$ cat config.mk
export PLATFORM = sky130hd
export DESIGN_NAME = mult_div_unit
export DESIGN_NICKNAME = d
export VERILOG_FILES = /design/src/rtl/mdu_pkg.sv /design/src/rtl/mult_div_unit_step.sv /design/src/rtl/mult_div_unit.sv
export SDC_FILE = /design/constraint.sdc
export NUM_CORES = 1
export LEC_CHECK = 0
export CAP_MARGIN = 20
export CORE_MARGIN = 3
export CORE_UTILIZATION = 53
export CTS_CLUSTER_SIZE = 8
export DETAILED_ROUTE_END_ITERATION = 8
export PLACE_DENSITY = 0.75
export REMOVE_ABC_BUFFERS = 1
export SYNTH_ARGS = -nofsm -noshare
export SYNTH_HDL_FRONTEND = slang
export SYNTH_SLANG_ARGS = --single-unit
$ cat constraint.sdc
create_clock -name clk -period 3.4 [get_ports clk]
set_input_delay 0.68 -clock clk [delete_from_list [all_inputs] [get_ports clk]]
set_output_delay 0.68 -clock clk [all_outputs]
set_load 0.01 [all_outputs]
$ cat src/rtl/mdu_pkg.sv
// Shared definitions for the iterative multiply/divide unit: operand width,
// op encodings, FSM state encoding and small op-decoding helpers.
package mdu_pkg;

  localparam int MDU_WIDTH = 16;

  // Operation encodings; bit 1 selects divide, bit 0 selects signed.
  localparam logic [1:0] MDU_MULU = 2'b00;
  localparam logic [1:0] MDU_MUL  = 2'b01;
  localparam logic [1:0] MDU_DIVU = 2'b10;
  localparam logic [1:0] MDU_DIV  = 2'b11;

  // Sequencer states.
  localparam logic [1:0] ST_IDLE = 2'd0;
  localparam logic [1:0] ST_RUN  = 2'd1;
  localparam logic [1:0] ST_FIX  = 2'd2;

  function automatic logic op_is_div(input logic [1:0] op_f);
    return op_f[1];
  endfunction

  function automatic logic op_is_signed(input logic [1:0] op_f);
    return op_f[0];
  endfunction

endpackage

$ cat src/rtl/mult_div_unit_step.sv
// One radix-2 iteration of the multiply/divide datapath, purely combinational.
// The accumulator is {high_half, low_half}:
//   multiply: {partial product, remaining multiplier bits}, shifted right
//   divide:   {partial remainder, remaining dividend / quotient bits}, shifted left
module mdu_step
  import mdu_pkg::*;
#(
  parameter int WIDTH = MDU_WIDTH
) (
  input  logic [2*WIDTH-1:0] acc_i,
  input  logic [WIDTH-1:0]   operand_i,
  input  logic               div_mode_i,
  output logic [2*WIDTH-1:0] acc_o
);

  logic [WIDTH:0]   mul_sum;
  logic [WIDTH:0]   partial;
  logic [WIDTH+1:0] diff;
  logic             ge;

  // Shift-add multiply step or restoring-divide step, selected by mode
  always_comb begin
    // Add multiplicand to the upper half when the current multiplier bit is
    // set; the carry becomes the new MSB after the right shift.
    mul_sum = {1'b0, acc_i[2*WIDTH-1:WIDTH]} + (acc_i[0] ? {1'b0, operand_i} : '0);

    // Remainder shifted left with the next dividend bit brought in; it can
    // exceed WIDTH bits by one before the trial subtract.
    partial = acc_i[2*WIDTH-1:WIDTH-1];
    diff    = {1'b0, partial} - {2'b00, operand_i};
    ge      = ~diff[WIDTH+1];

    if (div_mode_i) begin
      // After a successful subtract the remainder is below the divisor, so it
      // always fits back into WIDTH bits.
      acc_o = {WIDTH'(ge ? diff[WIDTH:0] : partial), acc_i[WIDTH-2:0], ge};
    end else begin
      acc_o = {mul_sum, acc_i[WIDTH-1:1]};
    end
  end

endmodule

$ cat src/rtl/mult_div_unit.sv
// Iterative WIDTH x WIDTH multiply / WIDTH / WIDTH divide unit.
// Signed operands are reduced to magnitudes on acceptance, the core runs
// unsigned for WIDTH cycles, and signs are restored in the final state.
//
// state | meaning
// ------+---------------------------------------------------------------
// IDLE  | waiting for start; hi/lo/dz hold the last completed result
// RUN   | one radix-2 iteration per cycle, WIDTH iterations in total
// FIX   | sign correction, hi/lo/dz written, done pulsed on exit
module mult_div_unit
  import mdu_pkg::*;
#(
  parameter int WIDTH = MDU_WIDTH,
  parameter int CNT_W = 5   // 2**CNT_W must exceed WIDTH
) (
  input  logic             clk,
  input  logic             rst,
  input  logic             start,
  input  logic [1:0]       op,
  input  logic [WIDTH-1:0] opa,
  input  logic [WIDTH-1:0] opb,
  input  logic             flush,
  output logic             busy,
  output logic             done,
  output logic [WIDTH-1:0] hi,
  output logic [WIDTH-1:0] lo,
  output logic             dz
);

  logic [1:0]         state_q, state_d;
  logic [CNT_W-1:0]   cnt_q, cnt_d;
  logic [1:0]         op_q, op_d;
  logic [WIDTH-1:0]   opnd_q, opnd_d;
  logic [2*WIDTH-1:0] acc_q, acc_d;
  logic               neg_q, neg_d;
  logic               rneg_q, rneg_d;
  logic               dzp_q, dzp_d;
  logic               done_q, done_d;
  logic               dz_q, dz_d;
  logic [WIDTH-1:0]   hi_q, hi_d;
  logic [WIDTH-1:0]   lo_q, lo_d;

  logic               a_neg, b_neg;
  logic [WIDTH-1:0]   abs_a, abs_b;
  logic               div_by_zero;
  logic               div_q;
  logic [2*WIDTH-1:0] acc_step;
  logic [2*WIDTH-1:0] prod_fix;
  logic [WIDTH-1:0]   quot_fix;
  logic [WIDTH-1:0]   rem_fix;
  logic [2*WIDTH-1:0] res_fix;

  // Operand conditioning on the raw register-file inputs
  always_comb begin
    a_neg       = op_is_signed(op) & opa[WIDTH-1];
    b_neg       = op_is_signed(op) & opb[WIDTH-1];
    abs_a       = a_neg ? -opa : opa;
    abs_b       = b_neg ? -opb : opb;
    div_by_zero = op_is_div(op) && (opb == '0);
  end

  assign div_q = op_is_div(op_q);

  mdu_step #(
    .WIDTH(WIDTH)
  ) u_step (
    .acc_i      (acc_q),
    .operand_i  (opnd_q),
    .div_mode_i (div_q),
    .acc_o      (acc_step)
  );

  // Sign restoration of the unsigned core result; the most-negative divide
  // overflow falls out naturally as the negated magnitude wraps to itself.
  always_comb begin
    prod_fix = neg_q ? -acc_q : acc_q;
    quot_fix = neg_q ? -acc_q[WIDTH-1:0] : acc_q[WIDTH-1:0];
    rem_fix  = rneg_q ? -acc_q[2*WIDTH-1:WIDTH] : acc_q[2*WIDTH-1:WIDTH];
    res_fix  = div_q ? {rem_fix, quot_fix} : prod_fix;
  end

  // Sequencer next-state and datapath register updates
  always_comb begin
    state_d = state_q;
    cnt_d   = cnt_q;
    op_d    = op_q;
    opnd_d  = opnd_q;
    acc_d   = acc_q;
    neg_d   = neg_q;
    rneg_d  = rneg_q;
    dzp_d   = dzp_q;
    done_d  = 1'b0;
    dz_d    = dz_q;
    hi_d    = hi_q;
    lo_d    = lo_q;

    case (state_q)
      ST_IDLE: begin
        if (start && !flush) begin
          op_d  = op;
          cnt_d = '0;
          if (div_by_zero) begin
            // Preload the final answer and skip the iterations; with the sign
            // flags clear, FIX passes the accumulator straight through.
            acc_d   = {opa, {WIDTH{1'b1}}};
            neg_d   = 1'b0;
            rneg_d  = 1'b0;
            dzp_d   = 1'b1;
            state_d = ST_FIX;
          end else begin
            opnd_d  = op_is_div(op) ? abs_b : abs_a;
            acc_d   = op_is_div(op) ? {{WIDTH{1'b0}}, abs_a} : {{WIDTH{1'b0}}, abs_b};
            neg_d   = a_neg ^ b_neg;
            rneg_d  = op_is_div(op) & a_neg;
            dzp_d   = 1'b0;
            state_d = ST_RUN;
          end
        end
      end

      ST_RUN: begin
        if (flush) begin
          state_d = ST_IDLE;
        end else begin
          acc_d = acc_step;
          cnt_d = cnt_q + CNT_W'(1);
          if (cnt_q == CNT_W'(WIDTH - 1)) begin
            state_d = ST_FIX;
          end
        end
      end

      ST_FIX: begin
        state_d = ST_IDLE;
        if (!flush) begin
          hi_d   = res_fix[2*WIDTH-1:WIDTH];
          lo_d   = res_fix[WIDTH-1:0];
          dz_d   = dzp_q;
          done_d = 1'b1;
        end
      end

      default: begin
        state_d = ST_IDLE;
      end
    endcase
  end

  // State and result registers with asynchronous reset
  always_ff @(posedge clk or posedge rst) begin
    if (rst) begin
      state_q <= ST_IDLE;
      cnt_q   <= '0;
      op_q    <= MDU_MULU;
      opnd_q  <= '0;
      acc_q   <= '0;
      neg_q   <= 1'b0;
      rneg_q  <= 1'b0;
      dzp_q   <= 1'b0;
      done_q  <= 1'b0;
      dz_q    <= 1'b0;
      hi_q    <= '0;
      lo_q    <= '0;
    end else begin
      state_q <= state_d;
      cnt_q   <= cnt_d;
      op_q    <= op_d;
      opnd_q  <= opnd_d;
      acc_q   <= acc_d;
      neg_q   <= neg_d;
      rneg_q  <= rneg_d;
      dzp_q   <= dzp_d;
      done_q  <= done_d;
      dz_q    <= dz_d;
      hi_q    <= hi_d;
      lo_q    <= lo_d;
    end
  end

  assign busy = (state_q != ST_IDLE);
  assign done = done_q;
  assign hi   = hi_q;
  assign lo   = lo_q;
  assign dz   = dz_q;

endmodule

==> summary.md <==
| Metric | Value |
|---|---|
| Status | finished clean |
| Reg area | 2330 µm² |
| Warnings from Yosys | 0 |
| Kind of critical path | reg -> reg |
| DIE HEIGHT | 124 µm |
| Antenna violations before repair | 0 |
| Tightest Pin Transition | 657 ps |
| Clock transition at path regs | 70 ps |
| Die Area | 15300 µm² |
| Area growth, synth to finish | 19.7% |
| I/O pins | 73 |
| CTS tree | built |
| Leak Pwr | 0.00383 µW |
| Post-Syn Area | 7320 µm² |
| Chip width | 124 µm |
| Ys async rst share | 100% |
| Post-synth EDFFs | 0 |
| Seq pwr share | 26.0% |
| Vias in the first global route | 6217 |
| Gr busiest metal | met1 |
| Sw power | 2640 µW |
| TritonCTS Buffers | 9 |
| Peak VDD IR | 0.389 mV |
| Total track usage | 28.0% |
| Final WL | 21300 µm |
| Register area share after synthesis | 31.8% |
| Worst slew margin | 55.9% |
| Internal power | 3470 µW |
| Site row count | 42 |
| CP required | 3640 ps |
| FF-to-FF setup slack | 130 ps |
| Most common cell after layout, fill and taps aside | nand2_1 |
| Initial Util | 54.6% |
| Total of max-cap violations | 0 |
| H-tree depth | 3 |
| Achievable clock frequency | 306 MHz |
| Synth Flop Type | dfrtp_1 |
| Post-detail-place hpwl | 16100 µm |
| Clk_skew | 9.60 ps |
| Syn_area_per_cell | 7.93 µm² |
| Largest cells by area after synthesis | dfrtp_1, ha_1, nand2_1 |
| Clock latency at the later pin of the worst-skew pair | 350 ps |
| Power Density | 697 nW/µm² |
| Clock share of power | 19.7% |
| Fin crit share | 96.0% |
| Layout cell share with drive strength beyond 1 | 8.14% |
| Slew Viols, Final | 0 |
| CTS root buf | clkbuf_16 |
| Largest net degree at the start of global routing | 51 |
| Final setup fails | 0 |
| Fin. Hold Viols | 0 |
| Fillcell total | 1169 |
| DRT iter0 DRCs | 803 |
| Met1 Use GR | 41.6% |
| Nets | 1080 |
| Antenna Nets Post-Route | 0 |
| Combinational share of power | 54.3% |
| Most used cells in the layout excluding fill and tap cells | nand2_1, nor2_1, dfrtp_1 |
| Worst Hold Class | reg -> reg |
| Multi-input combinational cell area | 4640 µm² |
| First-pass DRT Iterations | 5 |
| Mapped Cells | 924 |
| Core area | 13400 µm² |
| Startpoint types | flip-flop |
| Met3 Use GR | 5.40% |
| Post-layout min period | 3270 ps |
| Fin util | 65.4% |
| CTS sink cnt | 93 |
| RSZ-0062 raised after global routing | true |
| Via count | 7122 |
| GPL Wtd Cong | 0.910 |
| Area leader, netlist | dfrtp_1 |
| Top cell type's share of synthesized area | 31.8% |
| Inserted Diodes | 0 |
| Worst EP arrival | 3510 ps |
| CP Capture Type | flip-flop |
| Seq cells post-synth | 93 |
| Fin Hold WS | 476 ps |
| GR Util met2 | 41.2% |
| Longest Clk Path Bufs | 2 |
| Average vias per placed instance | 6.02 |
| Crit path max fanout | 5 |
| Wirelength per Cell | 18.0 µm |
| First-pass GRT wire length | 33100 µm |
| Switching Fraction | 43.2% |
| DRC viols | 0 |
| Port bufs | 72 |
| Global route total overflow | 0 |
| Synth cell types | 62 |
Yosys cell counts (4+ instances only):
cell type,instances
nor2b_1,9
o221ai_1,5
o31ai_1,15
or2_2,4
and3_1,10
xnor2_1,42
and2_1,8
a211oi_1,8
ha_1,38
o22ai_1,14
mux2i_1,26
o41ai_1,6
nor4_1,6
nand3_1,21
a21oi_1,76
clkbuf_1,39
buf_6,5
nand2b_1,8
nand2_1,114
o21ai_0,83
a31oi_1,21
a21o_1,6
inv_1,37
nor3_1,31
nor2_1,101
buf_1,5
xor2_1,39
mux2_2,5
dfrtp_1,93
registers in the layout (all words and copies together) (netlist names):
name	flops
op_q	1
neg_q	1
hi	16
done	1
lo	16
rneg_q	1
opnd_q	16
acc_q	32
cnt_q	5
state_q	2
dzp_q	1
dz	1
per-stage QoR:
stage | setup WS [ps] | instances | setup TNS (ps) | total power, µW | area (µm²)
CTS | 54.6 | 1183 | 0 | 6060 | 8760
global placement | 92.8 | 1167 | 0 | 4800 | 8390
floorplan | 194 | 874 | 0 | 3830 | 7090
finish | 135 | 1183 | 0 | 6120 | 8770
global route | -13.2 | 1183 | -13.2 | 6550 | 8770
detailed placement | -0.0642 | 1167 | -0.0642 | 4830 | 8390
power by group through the flow:
stage | combinational [µW] | clock (µW) | sequential (µW)
6_report | 3320 | 1210 | 1590
3_3_place_gp | 3210 | 0 | 1590
3_5_place_dp | 3230 | 0 | 1600
5_1_grt | 3680 | 1260 | 1610
2_1_floorplan | 2250 | 0 | 1580
4_1_cts | 3260 | 1220 | 1580
worst paths after layout:
check	start	end	cells after the start
worst max-delay path	acc_q[0]$_DFFE_PP0P_	acc_q[29]$_DFFE_PP0P_	11
worst min-delay path	lo[13]$_DFFE_PP0P_	lo[13]$_DFFE_PP0P_	2
worst max register to register	acc_q[0]$_DFFE_PP0P_	acc_q[29]$_DFFE_PP0P_	11
worst min register to register	lo[13]$_DFFE_PP0P_	lo[13]$_DFFE_PP0P_	2
max in group asynchronous	rst	hi[9]$_DFFE_PP0P_	3
min in group asynchronous	rst	lo[11]$_DFFE_PP0P_	2
cell type report:
type | count | share of cell area (%)
multi-input cells | 742 | 53.0
flip-flops and latches | 93 | 26.5
inverters | 39 | 1.70
repair buffers | 117 | 12.2
clock buffers | 10 | 2.73
well taps | 176 | 2.51
clock inverters | 6 | 1.34
critical path: stages (launching register included):
cell	delay [ps]
dfrtp_1	430
and2_1	160
ha_1	210
fa_1	420
a21oi_2	180
o22ai_1	100
o41a_1	350
a221o_1	380
a2111oi_2	330
nor3_1	120
xnor2_1	150
a2111oi_2	350
routing by layer:
layer  wire length (µm)  part of all wire (%)
met5                  0                     0
met4                433                   2.0
met3               1900                   8.9
met2               9310                    44
met1               9620                    45
what timing repair did:
| item | in CTS | in global routing |
|---|---|---|
| resized for setup | 2 | 2 |
| gates cloned | 0 | 0 |
| pin swaps | 0 | 1 |
| buffers inserted | 0 | 0 |
| setup endpoints to repair | 1 | 3 |
| hold buffers | 0 | 0 |
cell families (layout without fill, tap and decap cells):
| kind of cell | Yosys count | in the layout | share of synthesized area, % |
|---|---|---|---|
| flops | 93 | 93 | 31.8 |
| fa+ha+maj | 40 | 40 | 7.04 |
| xor+xnor | 81 | 81 | 9.69 |
| simple gates | 326 | 326 | 20.2 |
| compound gates | 264 | 264 | 21.8 |
| buf+inv | 89 | 172 | 5.13 |
| mux | 31 | 31 | 4.32 |
No activity file was read; power rests on OpenSTA's default activity.
==> variant (same settings) <==
`hi_q` and `lo_q` no longer have a reset.
--- a/src/rtl/mult_div_unit.sv
+++ b/src/rtl/mult_div_unit.sv
@@ -159,8 +159,6 @@
       dzp_q   <= 1'b0;
       done_q  <= 1'b0;
       dz_q    <= 1'b0;
-      hi_q    <= '0;
-      lo_q    <= '0;
     end else begin
       state_q <= state_d;
       cnt_q   <= cnt_d;
@@ -172,9 +170,12 @@
       dzp_q   <= dzp_d;
       done_q  <= done_d;
       dz_q    <= dz_d;
-      hi_q    <= hi_d;
-      lo_q    <= lo_d;
     end
+  end
+
+  always_ff @(posedge clk) begin
+    hi_q <= hi_d;
+    lo_q <= lo_d;
   end
 
   assign busy = (state_q != ST_IDLE);
Check against the original RTL: differs if rst is asserted again (counterexample within 4 cycles, from zero or initial values and one cycle with rst high); with rst held inactive, the same outputs for 10 cycles.
==> variant against the unedited design <==
Clock power down 20%; sequential power up 11%; routed wire length up 7.1%; sequential cell count unchanged; total power down 1.2%; worst hold slack better by 0.0028 ns; critical path depth up 1; setup slack better by 0.049 ns; area after synthesis down 1.5%; global-route usage up 3.3 points; via count down 2.8%; cell area down 0.23%; critical endpoint is now acc_q[31].
==> variant: results <==
metrics = {
    "outcome": {
        "status": "finished, final reports clean",
    },
    "routing": {
        "wl_per_cell_um": 20.4,
        "drt_iter0_drc": 801,
        "dr.pass1.iters": 6,
        "viasPerCell": 6.21,
        "routed_wl_mm": 22.8,
    },
    "synth": {
        "synth_common_cells": "nor2_1 (91), o21ai_0 (72), nand2_1 (68), a21oi_1 (62), dfrtp_1 (61)",
        "yosys-top-cells-area": "dfrtp_1 (21%), edfxtp_1 (13%), ha_1 (6.6%), o21ai_0 (5.0%), xnor2_1 (5.0%)",
        "synth_cell_types": 75,
        "synthArstFlopShare_pct": 65.6,
        "synth-main-ff-cell": "dfrtp_1",
        "synth-edff-count": 32,
        "synth.cell_area_um2": 7220,
        "synth_area_per_cell_um2": 8.71,
        "synth-seq-area-share_pct": 34.5,
    },
    "worst_setup_path": {
        "r2r_cells": 12,
        "rrSetupSlack_ns": 0.18,
        "r2r-start": "opnd_q[0]",
        "r2r-end": "acc_q[31]",
        "worstPathMaxFanout": 3,
        "worstPathArrival_ns": 3.44,
    },
    "clocking": {
        "cts_buffers": 9,
        "htreeDepth": 3,
        "clk_pin_slew_ns": 0.07,
        "insertion_delay_ns": 0.35,
        "cts-root-buf": "clkbuf_16",
        "clk_path_buf_depth": 2,
    },
    "sta": {
        "finalClockSkew_ns": 0.00616,
        "relSlewSlack_pct": 54.8,
        "finalHoldViolCount": 0,
    },
    "worst_hold_path": {
        "min_from": "dzp_q",
        "min_to": "dzp_q",
        "worstHoldPathCells": 1,
        "min_path_type": "flop to flop",
    },
    "power": {
        "peakVddDrop_mv": 0.459,
        "power_leakage_nw": 3.73,
    },
    "place": {
        "place_congestion": 0.974,
        "dpl.hpwl_mm": 17.9,
        "dp.cells": 1099,
        "port_buffers": 72,
    },
    "final_layout": {
        "final_layout_size_suffix_gt1_share_pct": 11.7,
        "nets": 1012,
        "max_flop_register": "acc_q",
        "antenna_cells": 0,
    },
    "grt": {
        "grt.total_usage_pct": 31.3,
        "grt_pass1_wl_mm": 35.8,
        "antenna_found_initial": 0,
        "first_global_vias": 6512,
        "grt_max_degree": 39,
    },
}
## variant: cell count changes after synthesis, sizes merged, moves of 9 or more
cell,unedited run,this run
dfrtp,93,61
o21ai,86,74
edfxtp,0,32
nor2,102,92
nand2,114,70
a21o,6,15
nor3,31,19
clkbuf,39,29
nand3,21,10
a21oi,76,62
## variant: kinds of logic after synthesis
kind of cell    count (synthesis)  synth area share [%]
buf+inv                        73                  4.21
fa+ha+maj                      40                  7.14
xor+xnor                       80                  9.71
simple gates                  258                  17.4
flops                          93                  34.5
mux                            32                  4.65
compound gates                252                  22.5
## variant: area by class of cell
cell class                 count  area, um^2
inverter                      32         120
clock inverter                 5        33.8
fill                        1128        4550
multi-input combinational    662        4430
sequential                    93        2490
tap                          176         220
clock buffer                  11         243
timing repair buffer         136        1210
## variant: where the power goes
part / internal (W) / switching, W / leakage (nW)
logic: 0.00150 / 0.00179 / 2.55
clock network: 0.000518 / 0.000454 / 0.134
registers: 0.00141 / 0.000360 / 1.05
total: 0.00344 / 0.00261 / 3.73
## variant: layer usage
metal	vias to the layer above	wire (um)	track usage, %
met3	45	1670	5.53
met2	317	10500	48.1
met5	-	0	0
li1	3224	-	-
met1	3338	9890	44.3
met4	0	674	11.3
## variant: timing repair
| action | 4_1_cts | 5_1_grt |
|---|---|---|
| hold endpoints to repair | 0 | 0 |
| endpoints found under the setup margin | 0 | 1 |
| hold buffers | 0 | 0 |
| setup buffers | 0 | 0 |
| gates resized for setup | 0 | 1 |
## variant: critical path: stages (launching register included)
cell and delay [ns]:
dfrtp_1 0.43, and2_1 0.18, ha_1 0.23, fa_1 0.44
a211oi_1 0.26, nor2_1 0.10, o41ai_1 0.26, buf_4 0.18
o311ai_0 0.20, nand2b_1 0.13, nand2_1 0.08, a2111oi_1 0.45
o31ai_1 0.14
## variant: how the worst max path moves through the flow
| stage | from | endpoint | slack [ns] |
|---|---|---|---|
| after detailed placement | opb[7] | acc_q[8] | 0.03 |
| after global routing | opnd_q[0] | acc_q[31] | 0.01 |
| final | opnd_q[0] | acc_q[31] | 0.18 |
| after CTS | opnd_q[0] | acc_q[31] | 0.15 |
| after global placement | opb[9] | acc_q[8] | 0.11 |
| after floorplan | flush | dz | -0.38 |
## variant: through the flow
stage                     cell area, um^2  total power, W  worst slack, ns  hold WS (ns)
after floorplan                      7030         0.00390           -0.376         0.439
after global placement               8470         0.00491            0.106         0.454
after detailed placement             8470         0.00502           0.0259         0.465
after CTS                            8750         0.00600            0.150         0.479
after global routing                 8750         0.00646           0.0129         0.491
final                                8750         0.00604            0.183         0.479
